$ cat src/rtl/juggler_pkg.sv
// Shared types and defaults for the juggler video pipeline: frame geometry,
// centroid-tracker FSM states and the RGB565 pixel layout.
package juggler_pkg;

  localparam int HRES_DEF = 1280;
  localparam int VRES_DEF = 720;
  localparam int SUM_W    = 32;
  localparam int CNT_W    = 20;

  typedef enum logic [1:0] {
    ACCUM,
    DIV_X,
    DIV_Y,
    PUBLISH
  } tracker_state_t;

  typedef struct packed {
    logic [4:0] r;
    logic [5:0] g;
    logic [4:0] b;
  } rgb565_t;

  // Inclusive range test; an inverted range (lo > hi) never matches.
  function automatic logic in_range(input logic [5:0] v,
                                    input logic [5:0] lo,
                                    input logic [5:0] hi);
    return (v >= lo) && (v <= hi);
  endfunction

endpackage

$ cat src/rtl/divider_iter.sv
// Restoring divider, 32-bit dividend by 20-bit divisor, one quotient bit per cycle.
// The first bit is resolved on the start edge, so done_out rises 32 cycles after start_in.
module divider_iter
  import juggler_pkg::*;
(
  input  logic             clk_in,
  input  logic             rst_n_in,
  input  logic             start_in,
  input  logic [SUM_W-1:0] dividend_in,
  input  logic [CNT_W-1:0] divisor_in,
  output logic             busy_out,
  output logic             done_out,
  output logic [SUM_W-1:0] quotient_out
);

  logic [CNT_W-1:0] rem_q, rem_d, div_q, src_rem, src_div;
  logic [SUM_W-1:0] quo_q, quo_d, src_quo;
  logic [4:0]       iter_q;
  logic             busy_q, done_q;

  function automatic logic [CNT_W+SUM_W-1:0] div_step(input logic [CNT_W-1:0] rem,
                                                      input logic [SUM_W-1:0] quo,
                                                      input logic [CNT_W-1:0] dvs);
    logic [CNT_W:0] trial;
    trial = {rem, quo[SUM_W-1]};
    if (trial >= {1'b0, dvs}) begin
      trial = trial - {1'b0, dvs};
      return {trial[CNT_W-1:0], quo[SUM_W-2:0], 1'b1};
    end
    return {trial[CNT_W-1:0], quo[SUM_W-2:0], 1'b0};
  endfunction

  always_comb begin
    src_rem = rem_q;
    src_quo = quo_q;
    src_div = div_q;
    if (start_in) begin
      src_rem = '0;
      src_quo = dividend_in;
      src_div = divisor_in;
    end
    {rem_d, quo_d} = div_step(src_rem, src_quo, src_div);
  end

  always_ff @(posedge clk_in or negedge rst_n_in) begin
    if (!rst_n_in) begin
      rem_q  <= '0;
      quo_q  <= '0;
      div_q  <= '0;
      iter_q <= '0;
      busy_q <= 1'b0;
      done_q <= 1'b0;
    end else if (start_in) begin
      rem_q  <= rem_d;
      quo_q  <= quo_d;
      div_q  <= divisor_in;
      iter_q <= 5'd1;
      busy_q <= 1'b1;
      done_q <= 1'b0;
    end else if (busy_q) begin
      rem_q  <= rem_d;
      quo_q  <= quo_d;
      iter_q <= iter_q + 5'd1;
      busy_q <= (iter_q != 5'd31);
      done_q <= (iter_q == 5'd31);
    end else begin
      done_q <= 1'b0;
    end
  end

  assign busy_out     = busy_q;
  assign done_out     = done_q;
  assign quotient_out = quo_q;

endmodule

$ cat src/rtl/centroid_tracker.sv
// Thresholds the filtered pixel stream into a mask for the overlay and reports the
// per-frame centroid of masked pixels, computed by a shared iterative divider.
module centroid_tracker
  import juggler_pkg::*;
#(
  parameter int HRES      = HRES_DEF,
  parameter int VRES      = VRES_DEF,
  parameter int MIN_COUNT = 64
) (
  input  logic        clk_in,
  input  logic        rst_n_in,
  input  logic        data_valid_in,
  input  logic [15:0] pixel_data_in,
  input  logic [10:0] hcount_in,
  input  logic [9:0]  vcount_in,
  input  logic [4:0]  r_min_in,
  input  logic [4:0]  r_max_in,
  input  logic [5:0]  g_min_in,
  input  logic [5:0]  g_max_in,
  input  logic [4:0]  b_min_in,
  input  logic [4:0]  b_max_in,
  output logic        mask_valid_out,
  output logic        mask_out,
  output logic [10:0] hcount_out,
  output logic [9:0]  vcount_out,
  output logic [10:0] x_out,
  output logic [9:0]  y_out,
  output logic        found_out,
  output logic        valid_out,
  output logic        overrun_out
);

  localparam logic [10:0]      H_LAST  = 11'(HRES - 1);
  localparam logic [9:0]       V_LAST  = 10'(VRES - 1);
  localparam logic [CNT_W-1:0] MIN_CNT = CNT_W'(MIN_COUNT);

  generate
    if (MIN_COUNT < 1) begin : g_min_count_check
      $error("centroid_tracker: MIN_COUNT must be at least 1");
    end
  endgenerate

  rgb565_t px;
  logic    mask_c, take_c, frame_end_c;

  assign px     = rgb565_t'(pixel_data_in);
  assign mask_c = in_range({1'b0, px.r}, {1'b0, r_min_in}, {1'b0, r_max_in}) &&
                  in_range(px.g, g_min_in, g_max_in) &&
                  in_range({1'b0, px.b}, {1'b0, b_min_in}, {1'b0, b_max_in});
  assign take_c      = data_valid_in && mask_c;
  assign frame_end_c = data_valid_in && (hcount_in == H_LAST) && (vcount_in == V_LAST);

  logic        mask_valid_q, mask_q;
  logic [10:0] hcount_q;
  logic [9:0]  vcount_q;

  always_ff @(posedge clk_in or negedge rst_n_in) begin
    if (!rst_n_in) begin
      mask_valid_q <= 1'b0;
      mask_q       <= 1'b0;
      hcount_q     <= '0;
      vcount_q     <= '0;
    end else begin
      mask_valid_q <= data_valid_in;
      mask_q       <= mask_c;
      hcount_q     <= hcount_in;
      vcount_q     <= vcount_in;
    end
  end

  // Snapshot includes the current pixel; frame end restarts the sums with no gap.
  logic [SUM_W-1:0] sum_x_q, sum_y_q, sum_x_d, sum_y_d, snap_x, snap_y;
  logic [CNT_W-1:0] cnt_q, cnt_d, snap_cnt;

  always_comb begin
    snap_x   = sum_x_q + (take_c ? SUM_W'(hcount_in) : '0);
    snap_y   = sum_y_q + (take_c ? SUM_W'(vcount_in) : '0);
    snap_cnt = cnt_q + CNT_W'(take_c);
    sum_x_d  = frame_end_c ? '0 : snap_x;
    sum_y_d  = frame_end_c ? '0 : snap_y;
    cnt_d    = frame_end_c ? '0 : snap_cnt;
  end

  always_ff @(posedge clk_in or negedge rst_n_in) begin
    if (!rst_n_in) begin
      sum_x_q <= '0;
      sum_y_q <= '0;
      cnt_q   <= '0;
    end else begin
      sum_x_q <= sum_x_d;
      sum_y_q <= sum_y_d;
      cnt_q   <= cnt_d;
    end
  end

  tracker_state_t   state_q;
  logic [SUM_W-1:0] snap_y_q, div_dividend, div_quo;
  logic [CNT_W-1:0] snap_cnt_q, div_divisor;
  logic [10:0]      qx_q, x_q;
  logic [9:0]       y_q;
  logic             found_frame_q, found_q, valid_q, overrun_q;
  logic             start_x, start_y, div_start, div_busy, div_done;

  assign start_x      = (state_q == ACCUM) && frame_end_c && (snap_cnt >= MIN_CNT);
  assign start_y      = (state_q == DIV_X) && div_done;
  assign div_start    = start_x || start_y;
  assign div_dividend = start_x ? snap_x : snap_y_q;
  assign div_divisor  = start_x ? snap_cnt : snap_cnt_q;

  divider_iter u_div (
    .clk_in       (clk_in),
    .rst_n_in     (rst_n_in),
    .start_in     (div_start),
    .dividend_in  (div_dividend),
    .divisor_in   (div_divisor),
    .busy_out     (div_busy),
    .done_out     (div_done),
    .quotient_out (div_quo)
  );

  logic unused_div;
  assign unused_div = div_busy ^ (^div_quo[SUM_W-1:11]);

  // Found results land as DIV_Y completes; an unfound frame publishes from PUBLISH itself.
  always_ff @(posedge clk_in or negedge rst_n_in) begin
    if (!rst_n_in) begin
      state_q       <= ACCUM;
      snap_y_q      <= '0;
      snap_cnt_q    <= '0;
      qx_q          <= '0;
      x_q           <= '0;
      y_q           <= '0;
      found_frame_q <= 1'b0;
      found_q       <= 1'b0;
      valid_q       <= 1'b0;
      overrun_q     <= 1'b0;
    end else begin
      valid_q   <= 1'b0;
      overrun_q <= frame_end_c && (state_q != ACCUM);
      case (state_q)
        ACCUM: begin
          if (frame_end_c) begin
            found_frame_q <= start_x;
            snap_y_q      <= snap_y;
            snap_cnt_q    <= snap_cnt;
            state_q       <= start_x ? DIV_X : PUBLISH;
          end
        end
        DIV_X: begin
          if (div_done) begin
            qx_q    <= div_quo[10:0];
            state_q <= DIV_Y;
          end
        end
        DIV_Y: begin
          if (div_done) begin
            x_q     <= qx_q;
            y_q     <= div_quo[9:0];
            found_q <= 1'b1;
            valid_q <= 1'b1;
            state_q <= PUBLISH;
          end
        end
        PUBLISH: begin
          if (!found_frame_q) begin
            found_q <= 1'b0;
            valid_q <= 1'b1;
          end
          state_q <= ACCUM;
        end
        default: state_q <= ACCUM;
      endcase
    end
  end

  assign mask_valid_out = mask_valid_q;
  assign mask_out       = mask_q;
  assign hcount_out     = hcount_q;
  assign vcount_out     = vcount_q;
  assign x_out          = x_q;
  assign y_out          = y_q;
  assign found_out      = found_q;
  assign valid_out      = valid_q;
  assign overrun_out    = overrun_q;

endmodule
$ cat config.mk
export PLATFORM = sky130hd
export DESIGN_NAME = centroid_tracker
export DESIGN_NICKNAME = d
export VERILOG_FILES = /design/src/rtl/juggler_pkg.sv /design/src/rtl/divider_iter.sv /design/src/rtl/centroid_tracker.sv
export SDC_FILE = /design/constraint.sdc
export NUM_CORES = 1
export LEC_CHECK = 0
export ABC_AREA = 1
export BUFFER_PORTS_ARGS = -buffer_cell sky130_fd_sc_hd__buf_4
export CAP_MARGIN = 20
export CORE_AREA = 2 2 227 162
export DETAILED_ROUTE_END_ITERATION = 12
export DIE_AREA = 0 0 229 164
export HOLD_SLACK_MARGIN = 0.03
export PLACE_DENSITY = 0.73
export SYNTH_ARGS = -nofsm -noshare
export SYNTH_HDL_FRONTEND = slang
export SYNTH_SLANG_ARGS = --single-unit
$ cat constraint.sdc
create_clock -name clk_in -period 4.8 [get_ports clk_in]
set_input_delay 1.2 -clock clk_in [delete_from_list [all_inputs] [get_ports clk_in]]
set_output_delay 1.2 -clock clk_in [all_outputs]
set_load 0.005 [all_outputs]
==> results.json, run 1 <==
{
  "rsz0062_at_grt": "true",
  "first_pass_iters": 7,
  "outcome": "finished with violations",
  "via_count": 15300,
  "tritoncts": "yes",
  "io_pins": 119,
  "finalPower_mw": 9.98,
  "cp_top_family": "simple AND/OR/NAND/NOR gates",
  "fin_nets": 2532,
  "crit_buf_inv": 8,
  "cp-end-kind": "flip-flop",
  "maxSlewHeadroom": 0.367,
  "syn_avg_cell_area_sq_um": 7.93,
  "grt_pass1_vias": 14900,
  "clock_sinks": 276,
  "synth_cell_types": 51,
  "setup_viol": 24,
  "cts_buffer_depth": 3,
  "clock_skew_ns": 0.0243,
  "p_leak_nw": 10.8,
  "cp_slowest_cell": "ha_4",
  "die_area_sq_um": 37600,
  "critPathKind": "input pin to flip-flop",
  "final_util": 0.606,
  "worst_pin_slew_ns": 0.949,
  "wl_um": 49500,
  "required_ns": 5.25,
  "ir_worst_vdd_uv": 279,
  "ant_nets": 0,
  "die_x_um": 229,
  "slew_viol_final": 0,
  "first_iter_violations": 1738,
  "clkSlewWorstSetupHoldPaths_ns": 0.07,
  "drc": 0,
  "grt_pass1_wl_um": 78000,
  "diodes": 0,
  "place_hpwl_um": 35300,
  "routed_via_density": 5.31,
  "hold_viol": 0,
  "cts_made_buffers": 29,
  "maxCapViolCount": 0,
  "insertion_delay_ns": 0.58,
  "holdBufCountCts": 0,
  "num_rows": 58,
  "violations": "setup timing",
  "max_stage_delay_ns": 0.23,
  "syn_area_sq_um": 15800,
  "synth_fp_nets": 2149,
  "wl_per_cell_um": 17.2,
  "cp_max_fo": 17,
  "setup_slack_ns": -1.03,
  "globalRouteOverflowTotal": 0,
  "start_util": 0.446,
  "antenna_found_initial": 0,
  "synth_warnings": 0,
  "synth_common_cells": "nand2_1, dfrtp_1, inv_1, nor2_1, o21ai_0",
  "synth_area_leaders": "dfrtp_1, nand2_1, ha_1",
  "start_kind": "input pin",
  "track_usage": 0.258,
  "max_freq_mhz": 172,
  "htree_num_levels": 1,
  "final_area_sq_um": 21500,
  "core_sq_um": 35400,
  "crit_path_frequent_cell": "nand2_2",
  "grt_max_degree": 124,
  "fin_crit_sh": 1.21,
  "powerDensity_nw_per_um2": 465,
  "hold_class": "flip-flop to flip-flop",
  "cts_root_buf": "clkbuf_16",
  "synth_edf_count": 0,
  "area_growth_syn_to_layout_pct": 35.9,
  "placement.cell_area_sq_um": 19100,
  "final_layout_size_suffix_gt1_frac": 0.300,
  "gp_routability_congestion": 0.923,
  "port_buffers": 118,
  "ys_seq_area_frac": 0.437,
  "tns_ns": -20.80,
  "die-height_um": 164,
  "synth-main-ff-cell": "dfrtp_1",
  "period_needed_ns": 5.83,
  "synth_top_area_share": 0.437,
  "async_reset_ff_frac": 1.00,
  "synth_cells": 1993,
  "synth-seq-cells": 276,
  "yosys.area.top_type": "dfrtp_1",
  "worstPathArrival_ns": 6.28,
  "yosys.cell_count.top_type": "nand2_1"
}
-- metrics by stage --
| step | hold WS, ns | cells | setup slack, ns |
|---|---|---|---|
| after detailed placement | 0.469 | 2781 | -2.09 |
| after floorplan | 0.435 | 1993 | -1.11 |
| after global placement | 0.451 | 2781 | -1.87 |
| final | 0.480 | 2879 | -1.03 |
| after global routing | 0.489 | 2879 | -1.31 |
| after CTS | 0.475 | 2865 | -0.809 |
-- metal layers --
layer	vias to the layer above	track usage	part of all wire
li1	7196	-	-
met1	7374	0.376	0.45
met2	654	0.392	0.44
met3	74	0.0625	0.092
met4	0	0.0525	0.019
met5	-	0	0
-- flip-flops by register name, indices dropped and copies added, names as in the netlist, 2 cells and up --
signal / flops
u_div.rem_q: 20
u_div.iter_q: 5
u_div.div_q: 20
cnt_q: 20
vcount_out: 10
y_out: 10
x_out: 11
hcount_out: 11
u_div.quotient_out: 32
state_q: 2
sum_x_q: 32
qx_q: 11
snap_y_q: 32
sum_y_q: 32
snap_cnt_q: 20
-- logic make-up (layout without fill, tap and decap cells) --
group                    count (synthesis)  after routing  synth area share
AND/OR/NAND/NOR                        900            903             0.246
XOR/XNOR                                80             80            0.0443
AO/OA/AOI/OAI                          309            309             0.109
multiplexers                            11             11           0.00784
adder cells (fa/ha/maj)                 84             84            0.0679
buffers and inverters                  333            736            0.0873
flip-flops                             276            276             0.437
-- where the power goes --
group / switching (mW) / internal [mW] / total, mW
Combinational: 2.47 / 2.12 / 4.59
Clock: 1.01 / 1.38 / 2.40
Sequential: 0.248 / 2.75 / 3.00
Total: 3.73 / 6.26 / 9.98
-- path summary, 6_finish.rpt --
kind	end	from	slack, ns	cells past startpoint
worst max-delay path	u_div.rem_q[0]	g_max_in[1]	-1.03	40
worst min-delay path	valid_out	found_frame_q	0.48	1
worst max register to register	u_div.rem_q[0]	cnt_q[0]	0.62	27
worst min register to register	valid_out	found_frame_q	0.48	1
max in group asynchronous	u_div.iter_q[3]	rst_n_in	3.07	2
min in group asynchronous	sum_y_q[0]	rst_n_in	0.71	1
-- cells in the final DEF, fill, tap and decap left out, drive strengths merged, types with 18 or more instances in the layout --
master / instances
o211ai: 18
nand3: 128
clkbuf: 37
nand2: 452
ha: 81
nand4: 36
xnor2: 28
xor2: 52
inv: 269
a21oi: 65
o21ai: 180
buf: 412
nor2: 243
dfrtp: 276
nor3: 18
-- repair_timing --
item,CTS,global route
endpoints found under the setup margin,71,99
resized for setup,140,113
endpoints found under the hold margin,0,0
pin swaps,57,59
setup buffers,27,11
cloned,4,2
-- area by class of cell --
cell class | count | area [sq um]
clock inverter | 18 | 219
clock buffer | 36 | 782
sequential | 276 | 6910
multi-input combinational | 1387 | 8560
tap | 480 | 601
fill | 2952 | 13900
inverter | 268 | 1040
timing repair inverter | 1 | 8.76
timing repair buffer | 413 | 3360
(Power assumes the default switching activity.)
==> run 2: changes to the inputs <==
--- a/config.mk
+++ b/config.mk
@@ -13,6 +13,7 @@
 export DIE_AREA = 0 0 229 164
 export HOLD_SLACK_MARGIN = 0.03
 export PLACE_DENSITY = 0.73
+export SKIP_CTS_REPAIR_TIMING = 1
 export SYNTH_ARGS = -nofsm -noshare
 export SYNTH_HDL_FRONTEND = slang
 export SYNTH_SLANG_ARGS = --single-unit
==> run 2 against run 1 <==
  * The run still ends with setup timing left
  * Clock skew about the same
  * Combinational power down 4.4%
  * Utilization down 0.87 points
  * Register-to-register slack better by 0.03 ns
  * Cell area down 1.4%
  * Sequential power about the same
  * Cell count down 0.69%
  * Die area unchanged
  * Fmax down 0.19%
  * Sequential share of layout area up 0.47 points
==> results.json, run 2 (same netlist as run 1, synthesis figures left out) <==
{
  "area_growth_syn_to_layout_pct": 33.9,
  "globalRouteOverflowTotal": 0,
  "cts_root_buf": "clkbuf_16",
  "seqPwrFrac": 0.307,
  "r2r-start": "cnt_q[0]",
  "fin_hold_ws_ns": 0.475,
  "violations": "setup timing",
  "wl_um": 48800,
  "slew_viol_final": 0,
  "cp_max_fo": 8,
  "p_sw_frac": 0.373,
  "setup_viol": 21,
  "outcome": "finished with violations",
  "io_pins": 119,
  "cp-end-kind": "flip-flop",
  "tns_ns": -21.22,
  "port_buffers": 118,
  "max_freq_mhz": 171,
  "fin_nets": 2512,
  "powerDensity_nw_per_um2": 463,
  "holdPathEnd": "valid_out",
  "pre_cts_slack_ns": -2.09,
  "cp_slowest_cell": "ha_4",
  "p_leak_nw": 10.7,
  "final_layout_size_suffix_gt1_frac": 0.284,
  "rr_worst_depth": 29,
  "place_hpwl_um": 35300,
  "min_from": "found_frame_q",
  "start_kind": "input pin",
  "first_pass_iters": 6,
  "maxCapViolCount": 0,
  "final_common_cell": "nand2_1",
  "htree_num_levels": 1,
  "hold_class": "flip-flop to flip-flop",
  "diodes": 0,
  "maxSlewHeadroom": 0.371,
  "r2r_slack_ns": 0.65,
  "fin_crit_sh": 1.22,
  "via_count": 15200,
  "drc": 0,
  "final_cell_mix": "nand2_1, buf_4, dfrtp_1",
  "track_usage": 0.249,
  "period_needed_ns": 5.84,
  "p_switching_mw": 3.65,
  "internal-power_mw": 6.14,
  "rsz0062_at_grt": "true",
  "setup_slack_ns": -1.04,
  "p_comb_frac": 0.448,
  "reg2reg_to": "u_div.rem_q[18]",
  "clkSlewWorstSetupHoldPaths_ns": 0.07,
  "grt_max_degree": 124,
  "num_rows": 58,
  "ir_worst_vdd_uv": 281,
  "die_x_um": 229,
  "worstPathArrival_ns": 6.30,
  "pwr-share-clk": 0.245,
  "grt_pass1_wl_um": 75100,
  "cts_buffer_depth": 3,
  "tritoncts": "yes",
  "die_area_sq_um": 37600,
  "max_stage_delay_ns": 0.27,
  "grt_pass1_vias": 14400,
  "required_ns": 5.26,
  "wl_per_cell_um": 17.1,
  "clock_skew_ns": 0.0244,
  "final_area_sq_um": 21200,
  "first_iter_violations": 1579,
  "routed_via_density": 5.31,
  "gp_routability_congestion": 0.923,
  "hold_viol": 0,
  "die-height_um": 164,
  "clock_sinks": 276,
  "min_path_cells": 1,
  "insertion_delay_ns": 0.58,
  "ant_nets": 0,
  "stdcell_count": 2859,
  "worst_pin_slew_ns": 0.944,
  "dp_cells": 2781,
  "placement.cell_area_sq_um": 19100,
  "cts_made_buffers": 29,
  "core_sq_um": 35400,
  "start_util": 0.446,
  "antenna_found_initial": 0,
  "critPathKind": "input pin to flip-flop"
}
==> run 2: through the flow <==
stage / util / power [mW]
floorplan: - / 5.08
global placement: 0.538 / 6.56
detailed placement: 0.538 / 6.67
CTS: 0.566 / 9.09
global route: 0.598 / 10.3
finish: 0.598 / 9.79
==> run 2: critical path: cells and delay by family <==
kind,cells,cell delay (ns)
fa+ha+maj,4,0.86
simple gates,23,2.42
compound gates,9,1.24
buf+inv,6,0.57
==> run 2: power groups by stage <==
stage | Sequential [mW] | Combinational, mW | Clock (mW)
5_1_grt | 3.05 | 4.75 | 2.54
2_1_floorplan | 2.96 | 2.11 | 0
4_1_cts | 2.99 | 3.67 | 2.42
6_report | 3.00 | 4.39 | 2.40
3_5_place_dp | 3.03 | 3.64 | 0
3_3_place_gp | 3.01 | 3.55 | 0
==> run 2: final cells by class <==
cell class,count,area [sq um]
Fill cell,3026,14200
Multi-Input combinational cell,1387,8440
Sequential cell,276,6910
Timing Repair Buffer,394,3190
Inverter,268,1030
Clock buffer,36,782
Tap cell,480,601
Clock inverter,18,219
==> run 2: worst max path at each step <==
stage / end / from / slack, ns / cells after the start
3_3_place_gp: u_div.rem_q[12] / pixel_data_in[6] / -1.87 / 44
2_1_floorplan: u_div.rem_q[0] / g_max_in[1] / -1.11 / 40
4_1_cts: u_div.rem_q[1] / pixel_data_in[6] / -1.51 / 42
3_5_place_dp: u_div.rem_q[17] / g_max_in[1] / -2.09 / 42
6_report: u_div.rem_q[18] / g_max_in[1] / -1.04 / 42
5_1_grt: u_div.rem_q[12] / pixel_data_in[5] / -1.31 / 45
==> run 2: per-layer routing <==
metal	vias to the layer above	global-route usage	wire, um
met4	0	0.0493	916
met1	7347	0.373	22200
met5	-	0	0
met2	605	0.369	21300
met3	73	0.0561	4420
li1	7146	-	-
==> run 3: changes to the inputs <==
==> constraint.sdc (replaced) <==
create_clock -name clk_in -period 4.8 [get_ports clk_in]
set_input_delay 0.48 -clock clk_in [delete_from_list [all_inputs] [get_ports clk_in]]
set_output_delay 0.48 -clock clk_in [all_outputs]
set_load 0.005 [all_outputs]
==> run 3 against run 2 <==
  * The run still ends with setup timing left
  * Hold slack got worse by 0.47 ns
  * Utilization fell by 1.0 points
  * Clock-buffer cell count is 3 higher
  * Sequential cell count did not move
  * Clock skew grew 0.00096 ns
  * Cell area down 1.7%
  * Critical path type unchanged
==> results.json, run 3 (same netlist as run 1, synthesis figures left out) <==
{
  "start_util": 0.446,
  "rr_worst_depth": 31,
  "area_growth_syn_to_layout_pct": 31.7,
  "violations": "setup timing",
  "dp_cells": 2732,
  "fin_crit_sh": 1.09,
  "internal-power_mw": 6.09,
  "die-height_um": 164,
  "num_rows": 58,
  "cts_buffer_depth": 3,
  "antenna_found_initial": 0,
  "grt_pass1_wl_um": 74300,
  "start_kind": "input pin",
  "maxCapViolCount": 0,
  "max_freq_mhz": 191,
  "required_ns": 5.26,
  "finalPower_mw": 9.70,
  "fin_nets": 2476,
  "gp_routability_congestion": 0.944,
  "port_buffers": 118,
  "final_layout_size_suffix_gt1_frac": 0.272,
  "wl_per_cell_um": 17.1,
  "via_count": 15000,
  "clkSlewWorstSetupHoldPaths_ns": 0.06,
  "track_usage": 0.245,
  "routed_via_density": 5.33,
  "grt_pass1_vias": 14100,
  "diodes": 0,
  "maxSlewHeadroom": 0.298,
  "fill_cells": 3041,
  "die_area_sq_um": 37600,
  "grt_max_degree": 123,
  "tns_ns": -8.44,
  "cp_top_family": "simple AND/OR/NAND/NOR gates",
  "powerDensity_nw_per_um2": 466,
  "critPathKind": "input pin to flip-flop",
  "fin_hold_ws_ns": 0.00620,
  "htree_num_levels": 1,
  "insertion_delay_ns": 0.58,
  "ant_nets": 0,
  "clock_sinks": 276,
  "p_sw_frac": 0.373,
  "stdcell_count": 2822,
  "cp.depth": 45,
  "cp_slowest_cell": "ha_4",
  "hold_class": "input pin to async pin",
  "cp-end-kind": "flip-flop",
  "setup_viol": 21,
  "clock_skew_ns": 0.0253,
  "io_pins": 119,
  "startpoint": "pixel_data_in[5]",
  "p_switching_mw": 3.61,
  "rsz0062_at_grt": "true",
  "p_leak_nw": 10.5,
  "die_x_um": 229,
  "core_sq_um": 35400,
  "setup_slack_ns": -0.438,
  "pwr-share-clk": 0.239,
  "wl_um": 48300,
  "cp_max_fo": 13,
  "globalRouteOverflowTotal": 0,
  "max_stage_delay_ns": 0.25,
  "final_cell_mix": "nand2_1, buf_4, dfrtp_1",
  "crit_buf_inv": 6,
  "seqPwrFrac": 0.310,
  "r2r-start": "cnt_q[0]",
  "crit_path_frequent_cell": "nand2_1",
  "tritoncts": "yes",
  "first_iter_violations": 1561,
  "period_needed_ns": 5.24,
  "first_pass_iters": 6,
  "worstPathArrival_ns": 5.70,
  "cts_made_buffers": 29,
  "pre_cts_slack_ns": -1.30,
  "worst_pin_slew_ns": 1.05,
  "place_hpwl_um": 34300,
  "final_common_cell": "nand2_1",
  "outcome": "finished with violations",
  "drc": 0,
  "cts_root_buf": "clkbuf_16",
  "slew_viol_final": 0,
  "p_comb_frac": 0.451,
  "hold_viol": 0,
  "ir_worst_vdd_uv": 282
}
[run 3: cell types whose count changed in the layout (fill, tap and decap cells not counted), sizes merged]
cell	before	now
buf	393	352
bufinv	4	2
clkbuf	37	40
clkinv	10	11
clkinvlp	3	0
dlygate4sd3	0	6
nand2	452	451
[run 3: power groups by stage]
stage | Clock, mW | Combinational, mW | Sequential (mW)
after floorplan | 0 | 2.12 | 2.96
after detailed placement | 0 | 3.55 | 3.03
after global routing | 2.44 | 4.76 | 3.04
final | 2.32 | 4.37 | 3.00
after CTS | 2.35 | 3.57 | 2.99
after global placement | 0 | 3.46 | 3.01
[run 3: per-stage QoR]
step | cell area, sq um | utilization
detailed placement | 18700 | 0.527
finish | 20800 | 0.588
CTS | 19600 | 0.554
global placement | 18700 | 0.527
global route | 20800 | 0.588
floorplan | 16000 | -
[run 3: area by class of cell]
cell class	count	area, sq um	area share
multi-input combinational	1386	8450	0.406
timing repair buffer	359	2860	0.137
clock buffer	39	833	0.0400
sequential	276	6910	0.332
tap	480	601	0.0289
clock inverter	14	138	0.00661
inverter	268	1030	0.0494
[run 3: final timing paths]
check	endpoint	slack, ns
min	hcount_out[0]	0.006
max in group asynchronous	u_div.div_q[15]	3.68
min reg2reg	valid_out	0.47
max	u_div.rem_q[19]	-0.44
min in group clk_in	hcount_out[7]	0.04
max reg2reg	u_div.rem_q[19]	0.47
[run 3: routing by layer]
| layer | up-vias | routed length [um] | global-route usage |
|---|---|---|---|
| met5 | - | 117 | 0 |
| met4 | 2 | 986 | 0.0446 |
| met3 | 95 | 4300 | 0.0595 |
| met2 | 611 | 20900 | 0.363 |
| met1 | 7249 | 22000 | 0.365 |
| li1 | 7081 | - | - |
